$ cat config.mk
export PLATFORM = sky130hd
export DESIGN_NAME = latch_load_sequencer_flat
export DESIGN_NICKNAME = d
export VERILOG_FILES = /design/src/rtl/ld_seq_pkg.sv /design/src/rtl/latch_load_sequencer_if.sv /design/src/rtl/ld_seq_timeout.sv /design/src/rtl/latch_load_sequencer.sv /design/src/flat_wrapper.sv
export SDC_FILE = /design/constraint.sdc
export NUM_CORES = 1
export LEC_CHECK = 0
export BUFFER_PORTS_ARGS = -buffer_cell sky130_fd_sc_hd__buf_2
export CORE_UTILIZATION = 25
export CTS_BUF_LIST = sky130_fd_sc_hd__clkbuf_8
export DETAILED_ROUTE_END_ITERATION = 7
export PLACE_DENSITY = 0.43
export SLEW_MARGIN = 40
export SYNTH_ARGS = -nofsm -noshare
export SYNTH_HDL_FRONTEND = slang
export SYNTH_HIERARCHICAL = 1
export SYNTH_SLANG_ARGS = --single-unit
$ cat constraint.sdc
create_clock -name Clock -period 9.1 [get_ports Clock]
set_input_delay 2.73 -clock Clock [delete_from_list [all_inputs] [get_ports Clock]]
set_output_delay 2.73 -clock Clock [all_outputs]
set_load 0.02 [all_outputs]
$ cat src/rtl/ld_seq_pkg.sv
// ld_seq_pkg: shared types and constants for latch_load_sequencer.
//   state_e      : frame FSM states
//   cls_e        : address-byte class field
//   ERR_*        : Err_Code values
//   START_BIT    : bit position of the start marker in the address byte
//   class_bytes(): number of data bytes carried by a frame of a given class
package ld_seq_pkg;

  typedef enum logic [1:0] {
    IDLE   = 2'd0,
    DATA   = 2'd1,
    CHECK  = 2'd2,
    STROBE = 2'd3
  } state_e;

  typedef enum logic [1:0] {
    CLS_16   = 2'b00,
    CLS_20   = 2'b01,
    CLS_48   = 2'b10,
    CLS_RSVD = 2'b11
  } cls_e;

  localparam logic [1:0] ERR_NONE = 2'd0;
  localparam logic [1:0] ERR_ADDR = 2'd1;
  localparam logic [1:0] ERR_CSUM = 2'd2;
  localparam logic [1:0] ERR_TMO  = 2'd3;

  localparam int START_BIT = 7;

  localparam logic [2:0] BYTES_16 = 3'd2;
  localparam logic [2:0] BYTES_20 = 3'd3;
  localparam logic [2:0] BYTES_48 = 3'd6;

  function automatic logic [2:0] class_bytes(input cls_e c);
    case (c)
      CLS_16:  class_bytes = BYTES_16;
      CLS_20:  class_bytes = BYTES_20;
      CLS_48:  class_bytes = BYTES_48;
      default: class_bytes = 3'd0;
    endcase
  endfunction

endpackage

$ cat src/rtl/latch_load_sequencer_if.sv
// latch_load_sequencer_if: host byte handshake.
//   Byte_in    : host byte
//   Byte_valid : host has a byte this cycle
//   Byte_ready : sequencer accepts a byte this cycle
// Handshake: a byte moves on the rising clock edge where Byte_valid && Byte_ready
// are both high; the host holds Byte_in stable while Byte_valid is high and
// Byte_ready is low, and Byte_ready never depends on Byte_valid.
interface latch_load_sequencer_if;
  logic [7:0] Byte_in;
  logic       Byte_valid;
  logic       Byte_ready;

  modport master (output Byte_in, output Byte_valid, input  Byte_ready);
  modport slave  (input  Byte_in, input  Byte_valid, output Byte_ready);
endinterface

$ cat src/rtl/ld_seq_timeout.sv
// ld_seq_timeout: idle-cycle counter.
//   clk, rst : clock, asynchronous active-high reset
//   clear    : restart counting (byte transferred, or no frame in progress)
//   expire   : high on the TIMEOUT_CYC-th consecutive uncleared cycle
module ld_seq_timeout #(
  parameter int TIMEOUT_CYC = 1024
) (
  input  logic clk,
  input  logic rst,
  input  logic clear,
  output logic expire
);

  localparam int CW = $clog2(TIMEOUT_CYC + 1);

  logic [CW-1:0] cnt_q, cnt_d;

  always_comb begin
    expire = !clear && (cnt_q == CW'(TIMEOUT_CYC - 1));
    if (clear || expire) cnt_d = '0;
    else                 cnt_d = cnt_q + CW'(1);
  end

  always_ff @(posedge clk or posedge rst) begin
    if (rst) cnt_q <= '0;
    else     cnt_q <= cnt_d;
  end

endmodule

$ cat src/rtl/latch_load_sequencer.sv
// latch_load_sequencer: byte-stream frame loader for the latch data region.
// Frame = address byte, 2/3/6 data bytes MSB first, XOR checksum byte.
// Ports:
//   Clock, Reset : clock, asynchronous active-high reset
//   byte_if      : host byte handshake (slave side)
//   Data48B_out, Data20B_out, Data16B_out : shared latch data buses
//   EN_Vector    : one-hot single-cycle load strobe
//   Busy         : frame in progress (DATA, CHECK, STROBE)
//   Frame_Err    : single-cycle error pulse
//   Err_Code     : last error (none/address/checksum/timeout)
//   State_dbg    : current FSM state
module latch_load_sequencer import ld_seq_pkg::*; #(
  parameter int NUM_TARGETS = 32,
  parameter int TIMEOUT_CYC = 1024
) (
  input  logic                   Clock,
  input  logic                   Reset,
  latch_load_sequencer_if.slave  byte_if,
  output logic [47:0]            Data48B_out,
  output logic [19:0]            Data20B_out,
  output logic [15:0]            Data16B_out,
  output logic [NUM_TARGETS-1:0] EN_Vector,
  output logic                   Busy,
  output logic                   Frame_Err,
  output logic [1:0]             Err_Code,
  output state_e                 State_dbg
);

  state_e      state_q, state_d;
  logic [4:0]  idx_q, idx_d;
  cls_e        cls_q, cls_d;
  logic [2:0]  cnt_q, cnt_d;
  logic [7:0]  csum_q, csum_d;
  logic [47:0] asm_q, asm_d;
  logic [47:0] d48_q, d48_d;
  logic [19:0] d20_q, d20_d;
  logic [15:0] d16_q, d16_d;
  logic        err_pulse_q, err_pulse_d;
  logic [1:0]  err_code_q, err_code_d;

  logic       xfer;
  logic [7:0] b;
  logic       addr_ok;
  logic       csum_match;
  logic       in_frame;
  logic       tmo_clear;
  logic       tmo_expire;

  assign b          = byte_if.Byte_in;
  assign xfer       = byte_if.Byte_valid && byte_if.Byte_ready;
  assign addr_ok    = b[START_BIT] && (b[6:5] != CLS_RSVD) &&
                      (int'(b[4:0]) < NUM_TARGETS);
  assign csum_match = (b == csum_q);
  // Only DATA and CHECK wait on the host; the counter idles at zero elsewhere.
  assign in_frame   = (state_q == DATA) || (state_q == CHECK);
  assign tmo_clear  = !in_frame || xfer;

  ld_seq_timeout #(.TIMEOUT_CYC(TIMEOUT_CYC)) u_timeout (
    .clk    (Clock),
    .rst    (Reset),
    .clear  (tmo_clear),
    .expire (tmo_expire)
  );

  // State register
  always_ff @(posedge Clock or posedge Reset) begin
    if (Reset) state_q <= IDLE;
    else       state_q <= state_d;
  end

  // Next-state logic. tmo_expire can only be high with no transfer.
  always_comb begin
    state_d = state_q;
    case (state_q)
      IDLE:   if (xfer && addr_ok) state_d = DATA;
      DATA: begin
        if (tmo_expire)                  state_d = IDLE;
        else if (xfer && cnt_q == 3'd1)  state_d = CHECK;
      end
      CHECK: begin
        if (tmo_expire) state_d = IDLE;
        else if (xfer)  state_d = csum_match ? STROBE : IDLE;
      end
      STROBE: state_d = IDLE;
      default: state_d = IDLE;
    endcase
  end

  // FSM outputs
  always_comb begin
    byte_if.Byte_ready = (state_q != STROBE);
    Busy               = (state_q != IDLE);
    EN_Vector          = '0;
    if (state_q == STROBE) EN_Vector[idx_q] = 1'b1;
  end

  // Datapath next values
  always_comb begin
    idx_d       = idx_q;
    cls_d       = cls_q;
    cnt_d       = cnt_q;
    csum_d      = csum_q;
    asm_d       = asm_q;
    d48_d       = d48_q;
    d20_d       = d20_q;
    d16_d       = d16_q;
    err_pulse_d = 1'b0;
    err_code_d  = err_code_q;
    case (state_q)
      IDLE: begin
        if (xfer) begin
          if (addr_ok) begin
            idx_d  = b[4:0];
            cls_d  = cls_e'(b[6:5]);
            cnt_d  = class_bytes(cls_e'(b[6:5]));
            csum_d = b;
            asm_d  = '0;
          end else begin
            err_pulse_d = 1'b1;
            err_code_d  = ERR_ADDR;
          end
        end
      end
      DATA: begin
        if (xfer) begin
          asm_d  = {asm_q[39:0], b};
          csum_d = csum_q ^ b;
          cnt_d  = cnt_q - 3'd1;
        end else if (tmo_expire) begin
          err_pulse_d = 1'b1;
          err_code_d  = ERR_TMO;
        end
      end
      CHECK: begin
        if (xfer) begin
          if (csum_match) begin
            // Bus is loaded on the CHECK->STROBE edge so it is valid with EN.
            case (cls_q)
              CLS_16:  d16_d = asm_q[15:0];
              CLS_20:  d20_d = asm_q[19:0];
              CLS_48:  d48_d = asm_q;
              default: ;
            endcase
          end else begin
            err_pulse_d = 1'b1;
            err_code_d  = ERR_CSUM;
          end
        end else if (tmo_expire) begin
          err_pulse_d = 1'b1;
          err_code_d  = ERR_TMO;
        end
      end
      default: ;
    endcase
  end

  always_ff @(posedge Clock or posedge Reset) begin
    if (Reset) begin
      idx_q       <= '0;
      cls_q       <= CLS_16;
      cnt_q       <= '0;
      csum_q      <= '0;
      asm_q       <= '0;
      d48_q       <= '0;
      d20_q       <= '0;
      d16_q       <= '0;
      err_pulse_q <= 1'b0;
      err_code_q  <= ERR_NONE;
    end else begin
      idx_q       <= idx_d;
      cls_q       <= cls_d;
      cnt_q       <= cnt_d;
      csum_q      <= csum_d;
      asm_q       <= asm_d;
      d48_q       <= d48_d;
      d20_q       <= d20_d;
      d16_q       <= d16_d;
      err_pulse_q <= err_pulse_d;
      err_code_q  <= err_code_d;
    end
  end

  assign Data48B_out = d48_q;
  assign Data20B_out = d20_q;
  assign Data16B_out = d16_q;
  assign Frame_Err   = err_pulse_q;
  assign Err_Code    = err_code_q;
  assign State_dbg   = state_q;

endmodule

$ cat src/flat_wrapper.sv
// flat-port wrapper written by rule: the top's interface ports become plain ports
module latch_load_sequencer_flat import ld_seq_pkg::*;
#(
  parameter int NUM_TARGETS = 32,
  parameter int TIMEOUT_CYC = 1024
)
  (Clock, Reset, Data48B_out, Data20B_out, Data16B_out, EN_Vector, Busy, Frame_Err, Err_Code, State_dbg, byte_if_Byte_in, byte_if_Byte_valid, byte_if_Byte_ready);
  latch_load_sequencer_if byte_if_i ();
  input  logic Clock;
  input  logic Reset;
  output logic [47:0] Data48B_out;
  output logic [19:0] Data20B_out;
  output logic [15:0] Data16B_out;
  output logic [NUM_TARGETS-1:0] EN_Vector;
  output logic Busy;
  output logic Frame_Err;
  output logic [1:0] Err_Code;
  output state_e State_dbg;
  input wire logic [$bits(byte_if_i.Byte_in)-1:0] byte_if_Byte_in;
  input wire logic [$bits(byte_if_i.Byte_valid)-1:0] byte_if_Byte_valid;
  output wire logic [$bits(byte_if_i.Byte_ready)-1:0] byte_if_Byte_ready;
  assign byte_if_i.Byte_in = byte_if_Byte_in;
  assign byte_if_i.Byte_valid = byte_if_Byte_valid;
  assign byte_if_Byte_ready = byte_if_i.Byte_ready;
  latch_load_sequencer #(.NUM_TARGETS(NUM_TARGETS), .TIMEOUT_CYC(TIMEOUT_CYC)) u_core (.Clock(Clock), .Reset(Reset), .byte_if(byte_if_i), .Data48B_out(Data48B_out), .Data20B_out(Data20B_out), .Data16B_out(Data16B_out), .EN_Vector(EN_Vector), .Busy(Busy), .Frame_Err(Frame_Err), .Err_Code(Err_Code), .State_dbg(State_dbg));
endmodule
==> results of run 1 <==
-- worst max-delay path: stages (launching register included) --
cell and delay (ns):
dfrtp_1 0.44, ha_1 0.45, inv_1 0.09, or3_1 0.46
nor2_1 0.15, buf_2 0.17
-- power by group through the flow --
stage               combinational (uW)  clock (uW)  sequential (uW)
floorplan                          506           0              998
global placement                   634           0             1070
detailed placement                 647           0             1070
CTS                                650         596             1060
global route                       722         623             1080
finish                             642         568             1050
-- registers in the layout, indices dropped and copies added, names as in the netlist, 2 cells and up --
name and count:
u_core/Data48B_out 48, u_core/asm_q 48, u_core/Data20B_out 20, u_core/Data16B_out 16
u_core/u_timeout/cnt_q 11, u_core/csum_q 8, u_core/idx_q 5, u_core/cnt_q 3
u_core/Err_Code 2, u_core/State_dbg 2, u_core/cls_q 2
-- cell usage in the layout (no fill, tap or decap), types with 13 or more instances in the layout --
cell and instances:
inv_1 61, mux2_4 20, clkbuf_8 18, nor2_1 47
mux2i_1 48, nand3_1 13, a21oi_1 17, dfrtp_1 166
o21ai_0 13, mux2_2 72, nand2_1 58, buf_2 133
-- per-layer routing --
layer	vias to the layer above	wire length (um)	track usage, %
met3	9	971	3.93
met5	-	0	0
met4	0	169	3.34
met1	2567	9090	17.3
li1	2450	-	-
met2	79	8780	19.4
-- final cells by class --
cell class,instances,area share (%)
clock inverter,14,1.82
clock buffer,18,2.72
timing repair buffer,139,8.01
sequential,166,45.5
tap,390,5.35
inverter,62,2.63
multi-input combinational,388,33.9
-- logic make-up after synthesis --
family          count (synthesis)
xor+xnor                       11
simple gates                  163
flops                         166
mux                           141
compound gates                 66
buf+inv                        98
fa+ha+maj                       7
-- worst paths after layout --
check | startpoint | end | slack (ns)
max | u_core/State_dbg[1]$_DFFE_PP0P_ | EN_Vector[16] | 4.14
min | u_core/Data48B_out[47]$_DFFE_PP0P_ | u_core/Data48B_out[47]$_DFFE_PP0P_ | 0.50
max reg2reg | u_core/State_dbg[1]$_DFFE_PP0P_ | u_core/asm_q[7]$_DFFE_PP0P_ | 5.63
min reg2reg | u_core/Data48B_out[47]$_DFFE_PP0P_ | u_core/Data48B_out[47]$_DFFE_PP0P_ | 0.50
max in group asynchronous | Reset | u_core/Data20B_out[17]$_DFFE_PP0P_ | 5.64
min in group asynchronous | Reset | u_core/u_timeout/cnt_q[2]$_DFF_PP0_ | 2.31
-- per-stage QoR --
step | util (%) | cell area, um^2 | hold WS (ns) | instances | setup slack, ns
floorplan | - | 7630 | 0.476 | 652 | 2.19
global placement | 29.1 | 8660 | 0.484 | 1144 | 3.72
detailed placement | 29.1 | 8680 | 0.488 | 1145 | 3.73
CTS | 30.5 | 9100 | 0.512 | 1177 | 4.07
global route | 30.6 | 9120 | 0.521 | 1177 | 3.88
finish | 30.6 | 9120 | 0.503 | 1177 | 4.14
==> results.txt, run 1 <==
The run finished with clean final reports. After floorplanning, the core was sized to cover 29800 um^2. After synthesis, the mean cell area works out to 11.7 um^2. After synthesis, the most frequently instantiated cells are dfrtp_1 (166), mux2_2 (72), inv_1 (62), nand2_1 (58), mux2i_1 (49). The number of storage elements in the synthesis netlist came out at 166. The dominant cell type by area after synthesis is dfrtp_1. The actual slew at the worst max-slew pin is 0.821 ns.

The final hold violation count came out at 0. The dominant combinational cell family by area after synthesis is multiplexers. The number of sinks on the clock net is 166.

Of the total synthesized cell area, the portion taken by AND, OR, NAND and NOR gates is 10.8%. The share of synthesized area in the top cell type comes to 54.4%. The number of cells traversed by the worst hold path came out at 1. The fraction of power consumed by sequential logic is 46.5%. The floorplan has 63 rows. From synthesis to final layout, the design area changed by 19.5%.

The maximum number of buffers from clock root to sink came out at 2. The clock-pin slew reported for the worst setup and hold paths after clock tree synthesis is 0.10 ns. The post-cts hold buffer count is 0. At the worst endpoint, the arrival time is 2.23 ns. The die boundary width came out at 177 um. The critical path class is register to output port.

The total nets after synthesis came out at 670. The number of antenna diodes in the final layout is 0. The number of flops mapped to enable cells by yosys is 0. Counting distinct cell types in the post-synthesis netlist gives 57. The final-report setup violation count came out at 0. Of the cells placed in the final design, the portion with a size suffix greater than 1 is 36.0%.

Summing the areas of all xor and xnor instances in the mapped netlist gives 1.26% of the synthesized area. The share of the cycle needed by the critical path after routing is 54.5%. The routability-driven placement congestion ratio came out at 0.694. The standby leakage power came out at 0.00454 uW. The multi-input logic area came out at 3090 um^2. The clock network burns 25.1% of the power. Summing all flip-flop and latch instances after layout gives 4150 um^2. Among all cell types in the netlist, the one instantiated most often is dfrtp_1. The detail route stage leaves a number of antenna-violating nets equal to 0. The effective utilization at floorplan is 25.6%. The combinational group share of total power came out at 28.4%. The insertion delay of the later-clocked pin in the worst-skew pair is 0.46 ns. The total wire length after detailed routing is 19000 um. The first-pass GRT wire length came out at 30600 um. In this run the tightest slew margin relative to its limit is 44.8%. The count of buffers added by post-CTS timing repair for setup is 0. The portion of synthesized area spent on multiplexers is 21.0%. The maximum clock skew at final layout came out at 0.0209 ns. The number of port buffers came out at 133. The clock period minus worst slack came out at 4.96 ns.

The level count of the clock H-tree is 4. TritonCTS built the clock tree. The DRC violation count after routing came out at 0.

In this run the worst path has a maximum fanout of 11. The number of violations reported at the end of detailed-routing iteration 0 came out at 218. In this run the worst hold path is classified as register to register. The count of vias placed by the detailed router came out at 5105. The internal power is 1390 uW.

Overall power consumption after layout is estimated at 2260 uW. The maximum resistive drop on vdd came out at 0.0920 mV. The number of nets in the layout is 792. The global-route usage over all layers came out at 12.7%.

The total overflow reported by the global router came out at 0. The detailed placement HPWL came out at 12300 um. The count of cells resized by post-cts repair came out at 0. The share of the yosys chip area belonging to registers is 54.4%. The worst setup path is launched from a register.

The pin count of the biggest net entering global routing is 84. The number of iterations in the first detailed-routing pass is 6. CTS placed an instance of clkbuf_8 at the clock tree root.

The number of antenna violations at the first check in global routing was 0. The boundary pin count is 134. Dividing total power by cell area gives a power density of 248 nW/um^2. The proportion of total power due to net switching is 38.5%.

The cell count after synthesis came out at 652. The final number of max-transition violations is 0. The routed wirelength normalized by instance count came out at 16.2 um. Among all flip-flop cells after synthesis, the most frequent one is dfrtp_1.

Setup repair after global routing left no endpoint under its margin. For this run, the number of Yosys warnings is 6. The tool flagged a number of max-cap violations equal to 0. Ranked by total cell area, the synthesized netlist is headed by dfrtp_1 (54%), mux2_2 (11%), mux2i_1 (6.4%). The number of cell instances on the worst register-to-register path is 8. The area fraction in compound gates after synthesis came out at 5.97%. The required time of the critical path is 6.37 ns. The via count of the first global-routing pass is 5135. The number of fill cells is 3102.

The netlist area before placement came out at 7630 um^2. The final total negative setup slack is 0 ns. The switching power is 869 uW.

The synthesized-area fraction occupied by adder cells is 1.15%. The die span in y came out at 177 um. The area of the die is 31200 um^2.

The worst setup path is captured at an output port. For this run, the top clock speed supported by timing is 0.202 GHz. The TritonCTS buffer count came out at 17.

The detail-routed via count per cell is 4.34. The post-synthesis async set-or-reset flop share came out at 100%.
No activity file was read; power rests on OpenSTA's default activity.
==> inputs of run 2 (changes only) <==
==> constraint.sdc (replaced) <==
create_clock -name Clock -period 5.2 [get_ports Clock]
set_input_delay 1.56 -clock Clock [delete_from_list [all_inputs] [get_ports Clock]]
set_output_delay 1.56 -clock Clock [all_outputs]
set_load 0.02 [all_outputs]
==> results.txt, run 2 (synthesis results as in run 1) <==
Run status: complete, no violations (unchanged). The clock period minus worst slack is 3.82 ns. Highest-count cells in the layout ignoring fill and taps: dfrtp_1 (166), buf_2 (133), mux2_2 (72) (unchanged).

The number of cells traversed by the worst hold path came out at 1 (unchanged). The DRC violation count after routing came to 0 (unchanged). The slack of the worst reg-to-reg path is 2.25 ns (was 5.63 ns).

The longest individual stage delay on the worst path is 0.46 ns (about the same). The slack of the critical path came out at 1.38 ns (was 4.14 ns). The final-report setup violation count came out at 0 (unchanged). The clock root buffer is clkbuf_8 (unchanged). The worst hold path endpoint is u_core/Data48B_out[41]$_DFFE_PP0P_ (was u_core/Data48B_out[47]$_DFFE_PP0P_). The detail-routed via count per cell is 4.34 (about the same). The standby leakage power is 0.00454 uW (about the same). The launching element type of the critical path is a register (unchanged). The number of nets with antenna violations after detailed routing came out at 0 (unchanged). The number of sinks on the clock net came out at 166 (unchanged).

The post-synthesis to final-layout area growth was 19.4% (was 19.5%). The global-route usage over all layers came out at 12.6% (was 12.7%). The routed wirelength normalized by instance count came to 16.1 um (was 16.2 um).

The number of antenna violations at the first check in global routing came out at 0 (unchanged). The number of violations reported at the end of detailed-routing iteration 0 is 223 (was 218). The worst slew margin relative to its limit was 44.5% (was 44.8%). The actual slew at the worst max-slew pin is 0.826 ns (was 0.821 ns).

The maximum fanout along the worst path is 11 (unchanged). The count of max-cap constraint violations came to 0 (unchanged). The standard-cell row count came out at 63 (unchanged). The count of cells resized by post-cts repair is 0 (unchanged). The startpoint of the tightest hold check path is u_core/asm_q[41]$_DFFE_PP0P_ (was u_core/Data48B_out[47]$_DFFE_PP0P_). The pin count of the biggest net entering global routing is 80 (was 84). The area of the die is 31200 um^2 (unchanged).

The effective utilization at floorplan came to 25.6% (unchanged). The number of iterations in the first detailed-routing pass is 4 (was 6). The maximum resistive drop on vdd is 0.143 mV (was 0.0920 mV). The family of cells with the greatest summed delay on the critical path is simple AND/OR/NAND/NOR gates (unchanged). The number of port buffers is 133 (unchanged). The die boundary width came out at 177 um (unchanged).

The endpoint of the worst register-to-register path is u_core/asm_q[41]$_DFFE_PP0P_ (was u_core/asm_q[7]$_DFFE_PP0P_). The placeable core region is 29800 um^2 (unchanged). The count of buffers added by post-CTS timing repair for setup is 0 (unchanged). The utilization after layout is 30.6% (about the same).

The critical path class is register to output port (unchanged). The count of vias placed by the detailed router is 5124 (was 5105). The kind of end point of the critical path is an output port (unchanged). The required time of the critical path was 3.64 ns (was 6.37 ns). The number of cell instances on the worst register-to-register path came to 10 (was 8). The worst setup slack before clock tree synthesis is 1.54 ns (was 3.73 ns). The data arrival at the endpoint of the critical path came out at 2.26 ns (was 2.23 ns).

The buffering stage count on the worst path with inverters included came out at 2 (unchanged). The detailed placement HPWL is 12400 um (was 12300 um). The achievable frequency came out at 0.262 GHz. The final hold violation count came out at 0 (unchanged).

The source of the worst register-to-register timing path was u_core/State_dbg[1]$_DFFE_PP0P_ (unchanged). The most common library cell in the layout ignoring fill and taps is dfrtp_1 (unchanged). The master of the slowest instance on the critical path is ha_1 (was or3_1). The number of nets in the layout came out at 797 (was 792). The die span in y came out at 177 um (unchanged). The power per unit of standard cell area is 424 nW/um^2 (was 248 nW/um^2). The CTS tree was done (unchanged).

The post-cts hold buffer count was 0 (unchanged). The clock-pin slew reported for the worst setup and hold paths after clock tree synthesis is 0.11 ns (was 0.10 ns). The maximum number of buffers from clock root to sink is 2 (unchanged). The path type of the worst min-delay path is register to register (unchanged). The total wire length after detailed routing came to 19000 um (about the same). The final total negative setup slack is 0 ns (unchanged). Unrepaired setup endpoints after global routing: no (unchanged). The boundary pin count is 134 (unchanged). The final number of max-transition violations came out at 0 (unchanged). The number of antenna repair diodes came out at 0 (unchanged). Critical path cell sequence: ha_1, inv_1, or3_1, nor2_1, buf_2 (unchanged). The routability-driven placement congestion ratio is 0.689 (was 0.694). The first-pass GRT wire length came to 30300 um (was 30600 um). The insertion delay of the later-clocked pin in the worst-skew pair is 0.46 ns (about the same). The share of the cycle needed by the critical path after routing is 73.5%.

The via count of the first global-routing pass was 5132 (was 5135). The TritonCTS buffer count came out at 17 (unchanged). The total overflow reported by the global router was 0 (unchanged).

The maximum clock skew at final layout came out at 0.0240 ns (was 0.0209 ns). The ratio of cells with drive above 1 in the final layout is 35.7% (was 36.0%). The level count of the clock H-tree came out at 4 (unchanged).
[run 2: worst max path at each step]
stage / startpoint / to / slack, ns / cells after the start
floorplan: Reset / u_core/Data16B_out[0]$_DFFE_PP0P_ / 1.68 / 1
global placement: byte_if_Byte_in[4] / u_core/Data48B_out[19]$_DFFE_PP0P_ / 1.56 / 6
detailed placement: byte_if_Byte_in[4] / u_core/Data48B_out[7]$_DFFE_PP0P_ / 1.54 / 6
CTS: u_core/State_dbg[1]$_DFFE_PP0P_ / EN_Vector[20] / 1.32 / 5
global route: u_core/State_dbg[1]$_DFFE_PP0P_ / EN_Vector[12] / 1.12 / 5
finish: u_core/State_dbg[1]$_DFFE_PP0P_ / EN_Vector[12] / 1.38 / 5
[run 2: power breakdown]
part | internal [uW] | switching, uW | leakage (uW)
combinational | 458 | 697 | 0.00210
clock | 343 | 535 | 0.000180
sequential | 1540 | 291 | 0.00226
total | 2340 | 1520 | 0.00454
[run 2: final cells by class]
class,instances,area [um^2]
Sequential cell,166,4150
Timing Repair Buffer,144,798
Tap cell,390,488
Clock buffer,17,234
Fill cell,3139,20700
Multi-Input combinational cell,388,3080
Clock inverter,15,123
Inverter,62,236
[run 2: metrics by stage]
step	total power, uW	instances	hold slack (ns)	cell area (um^2)
2_1_floorplan	2630	652	0.476	7630
3_3_place_gp	3020	1148	0.484	8710
3_5_place_dp	3020	1148	0.486	8710
4_1_cts	3930	1180	0.511	9070
5_1_grt	4160	1182	0.528	9110
6_report	3860	1182	0.506	9110
[run 2: per-layer routing]
metal	track usage, %	part of all wire, %	vias to the layer above
li1	-	-	2473
met1	17.4	48	2558
met2	19.4	46	83
met3	3.52	4.6	10
met4	3.23	0.98	0
met5	0	0	-
